## src/rtl/fetch_unit_if.sv

```systemverilog
// rtl/fetch_unit_if.sv - fetch unit bus: instruction memory port, decode handoff, stall/redirect controls
interface fetch_unit_if;
    logic        stall;
    logic        redirect;
    logic [31:0] redirect_pc;
    logic        imem_req;
    logic [31:0] imem_addr;
    logic        imem_gnt;
    logic        imem_rvalid;
    logic [31:0] imem_rdata;
    logic        id_valid;
    logic [31:0] id_pc;
    logic [31:0] id_instr;
    logic [6:0]  id_opcode;

    modport master (
        input  stall, redirect, redirect_pc, imem_gnt, imem_rvalid, imem_rdata,
        output imem_req, imem_addr, id_valid, id_pc, id_instr, id_opcode
    );

    modport slave (
        output stall, redirect, redirect_pc, imem_gnt, imem_rvalid, imem_rdata,
        input  imem_req, imem_addr, id_valid, id_pc, id_instr, id_opcode
    );
endinterface

```

## src/rtl/fetch_unit.sv

```systemverilog
// rtl/fetch_unit.sv - instruction fetch: one outstanding imem read feeding a 2-entry {pc, instr} queue
module fetch_unit (
    input  logic         clk,
    input  logic         rst,
    fetch_unit_if.master bus
);
    localparam logic [31:0] RESET_PC  = 32'h0000_0000;
    localparam logic [31:0] NOP_INSTR = 32'h0000_0013;

    typedef enum logic [1:0] {S_IDLE, S_REQ, S_WAIT} state_t;

    state_t      r_state;
    state_t      w_state_nxt;
    logic [31:0] r_pc;
    logic [31:0] w_pc_nxt;
    logic [31:0] r_req_pc;
    logic        r_drop;
    logic        w_drop_nxt;
    logic [31:0] r_fifo_pc    [2];
    logic [31:0] r_fifo_instr [2];
    logic        r_rd_ptr;
    logic        r_wr_ptr;
    logic [1:0]  r_count;
    logic [1:0]  w_count_nxt;
    logic        w_push;
    logic        w_pop;
    logic        w_latch;
    logic        w_id_valid;
    logic [31:0] w_id_instr;
    logic [31:0] w_target;

    assign w_target = {bus.redirect_pc[31:2], 2'b00};

    always_comb begin
        w_state_nxt = r_state;
        w_pc_nxt    = r_pc;
        w_drop_nxt  = r_drop;
        w_latch     = 1'b0;
        // A redirect flushes the queue, so neither push nor pop may take effect that cycle.
        w_push      = (r_state == S_WAIT) && bus.imem_rvalid && !r_drop && !bus.redirect;
        w_pop       = w_id_valid && !bus.stall && !bus.redirect;
        if (bus.redirect) begin
            w_count_nxt = 2'd0;
        end else begin
            w_count_nxt = r_count + {1'b0, w_push} - {1'b0, w_pop};
        end

        case (r_state)
            S_IDLE: begin
                if (bus.redirect) begin
                    w_pc_nxt    = w_target;
                    w_state_nxt = S_REQ;
                end else if (r_count < 2'd2) begin
                    w_state_nxt = S_REQ;
                end
            end
            S_REQ: begin
                if (bus.redirect) begin
                    w_pc_nxt = w_target;
                    if (bus.imem_gnt) begin
                        w_state_nxt = S_WAIT;
                        w_drop_nxt  = 1'b1;
                    end
                end else if (bus.imem_gnt) begin
                    w_state_nxt = S_WAIT;
                    w_latch     = 1'b1;
                    w_pc_nxt    = r_pc + 32'd4;
                end
            end
            S_WAIT: begin
                if (bus.redirect) begin
                    w_pc_nxt = w_target;
                    if (bus.imem_rvalid) begin
                        w_state_nxt = S_REQ;
                        w_drop_nxt  = 1'b0;
                    end else begin
                        w_drop_nxt  = 1'b1;
                    end
                end else if (bus.imem_rvalid) begin
                    if (r_drop) begin
                        w_drop_nxt  = 1'b0;
                        w_state_nxt = S_REQ;
                    end else begin
                        w_state_nxt = (w_count_nxt < 2'd2) ? S_REQ : S_IDLE;
                    end
                end
            end
            default: w_state_nxt = S_IDLE;
        endcase
    end

    always_ff @(posedge clk) begin
        if (rst) begin
            r_state  <= S_IDLE;
            r_pc     <= RESET_PC;
            r_req_pc <= RESET_PC;
            r_drop   <= 1'b0;
            r_count  <= 2'd0;
            r_rd_ptr <= 1'b0;
            r_wr_ptr <= 1'b0;
        end else begin
            r_state <= w_state_nxt;
            r_pc    <= w_pc_nxt;
            r_drop  <= w_drop_nxt;
            r_count <= w_count_nxt;
            if (w_latch) begin
                r_req_pc <= r_pc;
            end
            if (bus.redirect) begin
                r_rd_ptr <= 1'b0;
                r_wr_ptr <= 1'b0;
            end else begin
                if (w_push) begin
                    r_fifo_pc[r_wr_ptr]    <= r_req_pc;
                    r_fifo_instr[r_wr_ptr] <= bus.imem_rdata;
                    r_wr_ptr               <= ~r_wr_ptr;
                end
                if (w_pop) begin
                    r_rd_ptr <= ~r_rd_ptr;
                end
            end
        end
    end

    assign w_id_valid    = (r_count != 2'd0);
    assign w_id_instr    = w_id_valid ? r_fifo_instr[r_rd_ptr] : NOP_INSTR;
    assign bus.imem_req  = (r_state == S_REQ);
    assign bus.imem_addr = r_pc;
    assign bus.id_valid  = w_id_valid;
    assign bus.id_pc     = w_id_valid ? r_fifo_pc[r_rd_ptr] : 32'd0;
    assign bus.id_instr  = w_id_instr;
    assign bus.id_opcode = w_id_instr[6:0];
endmodule

```

## src/flat_wrapper.sv

```systemverilog
// flat-port wrapper written by rule: the top's interface ports become plain ports
module fetch_unit_flat 
  (clk, rst, bus_stall, bus_redirect, bus_redirect_pc, bus_imem_gnt, bus_imem_rvalid, bus_imem_rdata, bus_imem_req, bus_imem_addr, bus_id_valid, bus_id_pc, bus_id_instr, bus_id_opcode);
  fetch_unit_if bus_i ();
  input  logic clk;
  input  logic rst;
  input wire logic [$bits(bus_i.stall)-1:0] bus_stall;
  input wire logic [$bits(bus_i.redirect)-1:0] bus_redirect;
  input wire logic [$bits(bus_i.redirect_pc)-1:0] bus_redirect_pc;
  input wire logic [$bits(bus_i.imem_gnt)-1:0] bus_imem_gnt;
  input wire logic [$bits(bus_i.imem_rvalid)-1:0] bus_imem_rvalid;
  input wire logic [$bits(bus_i.imem_rdata)-1:0] bus_imem_rdata;
  output wire logic [$bits(bus_i.imem_req)-1:0] bus_imem_req;
  output wire logic [$bits(bus_i.imem_addr)-1:0] bus_imem_addr;
  output wire logic [$bits(bus_i.id_valid)-1:0] bus_id_valid;
  output wire logic [$bits(bus_i.id_pc)-1:0] bus_id_pc;
  output wire logic [$bits(bus_i.id_instr)-1:0] bus_id_instr;
  output wire logic [$bits(bus_i.id_opcode)-1:0] bus_id_opcode;
  assign bus_i.stall = bus_stall;
  assign bus_i.redirect = bus_redirect;
  assign bus_i.redirect_pc = bus_redirect_pc;
  assign bus_i.imem_gnt = bus_imem_gnt;
  assign bus_i.imem_rvalid = bus_imem_rvalid;
  assign bus_i.imem_rdata = bus_imem_rdata;
  assign bus_imem_req = bus_i.imem_req;
  assign bus_imem_addr = bus_i.imem_addr;
  assign bus_id_valid = bus_i.id_valid;
  assign bus_id_pc = bus_i.id_pc;
  assign bus_id_instr = bus_i.id_instr;
  assign bus_id_opcode = bus_i.id_opcode;
  fetch_unit u_core (.clk(clk), .rst(rst), .bus(bus_i));
endmodule
```

## config.mk

```make
export PLATFORM = sky130hd
export DESIGN_NAME = fetch_unit_flat
export DESIGN_NICKNAME = d
export VERILOG_FILES = /design/src/rtl/fetch_unit_if.sv /design/src/rtl/fetch_unit.sv /design/src/flat_wrapper.sv
export SDC_FILE = /design/constraint.sdc
export NUM_CORES = 1
export LEC_CHECK = 0
export BUFFER_PORTS_ARGS = -buffer_cell sky130_fd_sc_hd__buf_2
export CAP_MARGIN = 10
export CORE_AREA = 2 2 184 186
export CTS_CLUSTER_DIAMETER = 120
export DETAILED_ROUTE_END_ITERATION = 10
export DIE_AREA = 0 0 186 188
export PLACE_DENSITY = 0.42
export SYNTH_ARGS = -nofsm -noshare
export SYNTH_HDL_FRONTEND = slang
export SYNTH_SLANG_ARGS = --single-unit
```

## constraint.sdc

```tcl
create_clock -name clk -period 7.5 [get_ports clk]
set_input_delay 1.5 -clock clk [delete_from_list [all_inputs] [get_ports clk]]
set_output_delay 1.5 -clock clk [all_outputs]
set_load 0.005 [all_outputs]
```

==> results.md <==
- Status: finished, final reports clean
- Slew @ Worst Pin: 1.15 ns
- Core area: 33,100 µm²
- Area share of fa/ha/maj cells after synthesis: 0.462%
- Main combinational cell family by area after synthesis: simple AND/OR/NAND/NOR gates
- Number of synthesized flops with an enable pin: 124
- HPWL after detailed placement: 14,500 µm
- Post-synthesis compound-gate area fraction: 9.34%
- Critical Path Source Type: flop
- Mean post-synth cell area: 11.3 µm²
- Synth warnings: 0
- RSZ-0062 raised after global routing: no
- Setup TNS: 0 ns
- Pwr/cell area: 224 nW/µm²
- Worst Setup End Kind: output port
- Max incr delay on CP: 0.72 ns
- Endpoints failing setup: 0
- Count leader, synth: edfxtp_1
- Largest net degree at the start of global routing: 64
- Predominant post-synthesis flop cell: edfxtp_1
- Slew Limit Headroom: 23.3%
- CP arrival: 2.36 ns
- Worst Clk Skew: 0.0159 ns
- CTS sink count: 192
- Buffers on Ports: 168
- Nets@finish: 937
- Area contributors post-synth: edfxtp_1 (46%), dfxtp_1 (17%), mux2i_1 (7.9%)
- Worst hold margin: 0.454 ns
- Number of synthesized register bits: 192
- Antenna violations before repair: 0
- CTS tree: yes
- Synth area leader: edfxtp_1
- Via density: 4.45
- GRT Overall Usage: 13.1%
- Peak VDD IR: 0.000145 V
- Max-Cap Viols: 0
- Max Clk Rate: 259 MHz
- CP cell instances: buf_4, mux2i_1, nor2_1, buf_2
- Min-delay src: u_core.r_req_pc[16]
- Async SR Flop Fraction: 0%
- Slowest-stage cell, CP: buf_4
- Met2 Use GR: 20.7%
- Final hold viol count: 0
- Die area: 35,000 µm²
- Simple-gate share of the synthesized area: 15.5%
- RR Endpoint: u_core.bus.imem_addr[26]
- Met3 Track Usage GR: 2.78%
- R2R Setup Slk: 4.62 ns
- Fin util: 30.2%
- Drt wl/cell: 17.3 µm
- Hold Buf Count CTS: 0
- Seq/Total Area, Yosys: 62.6%
- Num CTS Buffers: 17
- Die height: 188 µm
- Hold path depth: 0
- GPL Wtd Cong: 0.740
- GRT overflow: 0
- Worst Hold End: u_core.r_fifo_pc[1][16]
- Share of layout cells above drive strength 1: 25.3%
- Worst r2r src: u_core.bus.imem_addr[2]
- Final-report max-slew violation count: 0
- R2R depth: 6
- Kind of critical path: reg2out
- GRT met1 Usage: 18.0%
- Pleak: 3.52 nW
- Global-route wire length before repair: 34,300 µm
- DR vias: 5,898
- Final wirelength: 23,000 µm
- Postcts setup bufs: 0
- CP required: 6.00 ns
- Post-CTS Resized: 0
- Max Buffers Root-to-Sink: 2
- Placement Rows: 67
- Worst Path Max Fanout: 40
- 1st-iter DRT viols: 302
- Worst min path class: reg2reg
- Die width: 186 µm
- Crit path max-delay family: buffers and inverters
- Cell count after synthesis: 721
- Ports: 175
- Initial Utilization: 24.5%
- Area Growth Syn to Fin: 23.2%
- H-tree Lvls: 4
- Top Usage Layer GRT: met2
- Vias in the first global route: 5,757
- Period utilisation layout: 51.4%
- Post-Syn Area: 8120 µm²
- Bufs and invs on worst path: 2
- Post-layout min period: 3.86 ns
- # DRC: 0
- Commonest cells in the netlist: edfxtp_1 (124), nand2_1 (95), nor2_1 (90)
- Unique cell type count in the Yosys netlist: 61
- Yosys top cell area share: 45.9%
- Antenna viol nets, final: 0
- Post-Synth XOR/XNOR Area: 0.432%
- First drt pass iteration count: 4
- Clock Latency Late Sink: 0.43 ns
- Diodes inserted: 0
- CTS root buffer: clkbuf_16
- Power Total: 2.24 mW
- Post-synthesis mux area share: 8.03%
- Worst-path clk slew: 0.08 ns
==> power breakdown <==
part / internal (mW) / switching (mW)
combinational: 0.0513 / 0.0727
sequential: 1.14 / 0.0341
clock: 0.498 / 0.445
==> layout make-up <==
cell class	instances	area [µm²]
clock buffers	18	450
flip-flops and latches	192	5090
multi-input cells	467	2790
well taps	448	561
inverters	9	33.8
fillers	3516	23100
repair buffers	177	908
clock inverters	14	168
==> worst max-delay path by stage <==
| stage | slack [ns] | cells after the start | startpoint | endpoint |
|---|---|---|---|---|
| after floorplan | 0.64 | 3 | bus_redirect | u_core.r_fifo_instr[0][0] |
| after global placement | 3.60 | 6 | bus_redirect | u_core.bus.imem_addr[22] |
| after detailed placement | 3.60 | 6 | bus_redirect | u_core.bus.imem_addr[22] |
| after CTS | 3.51 | 4 | flop | bus_id_pc[17] |
| after global routing | 3.46 | 4 | flop | bus_id_pc[17] |
| final | 3.64 | 4 | flop | bus_id_pc[17] |
==> through the flow <==
step	instances	cell area (µm²)	setup slack (ns)
CTS	1325	10000	3.51
global placement	1293	9380	3.60
finish	1325	10000	3.64
detailed placement	1293	9380	3.60
global route	1325	10000	3.46
floorplan	724	8130	0.640
==> metal layers <==
layer	wire length [µm]	up-vias	share of wire, %
li1	-	2899	-
met1	11100	2801	48
met2	10500	177	46
met3	1100	21	4.8
met4	293	0	1.3
met5	0	-	0
==> layout by cell type (no fill, tap or decap), types with 14 or more instances in the layout <==
cell / Yosys / final
o21ai_0: 17 / 17
nand2_1: 95 / 95
edfxtp_1: 124 / 124
nor2_1: 90 / 89
buf_2: 1 / 168
nor3_1: 15 / 14
mux2i_1: 64 / 64
dfxtp_1: 68 / 67
a21oi_1: 46 / 46
clkbuf_16: 0 / 18
==> flip-flops by register name, indices dropped and copies added, names as in the netlist, named ones only <==
signal	flops
u_core.r_rd_ptr	1
u_core.r_wr_ptr	1
u_core.r_drop	1
u_core.bus.imem_addr	30
u_core.r_count	2
u_core.r_fifo_pc	60
u_core.r_fifo_instr	64
u_core.r_req_pc	30
u_core.r_state	2
==> logic make-up (layout without fill, tap and decap cells) <==
group,Yosys count,after routing
fa+ha+maj,3,3
buf+inv,65,218
simple gates,274,274
mux,65,65
other cells,1,4
flops,192,192
compound gates,117,117
xor+xnor,4,4
Note: power is estimated with default switching activity, not from simulation.
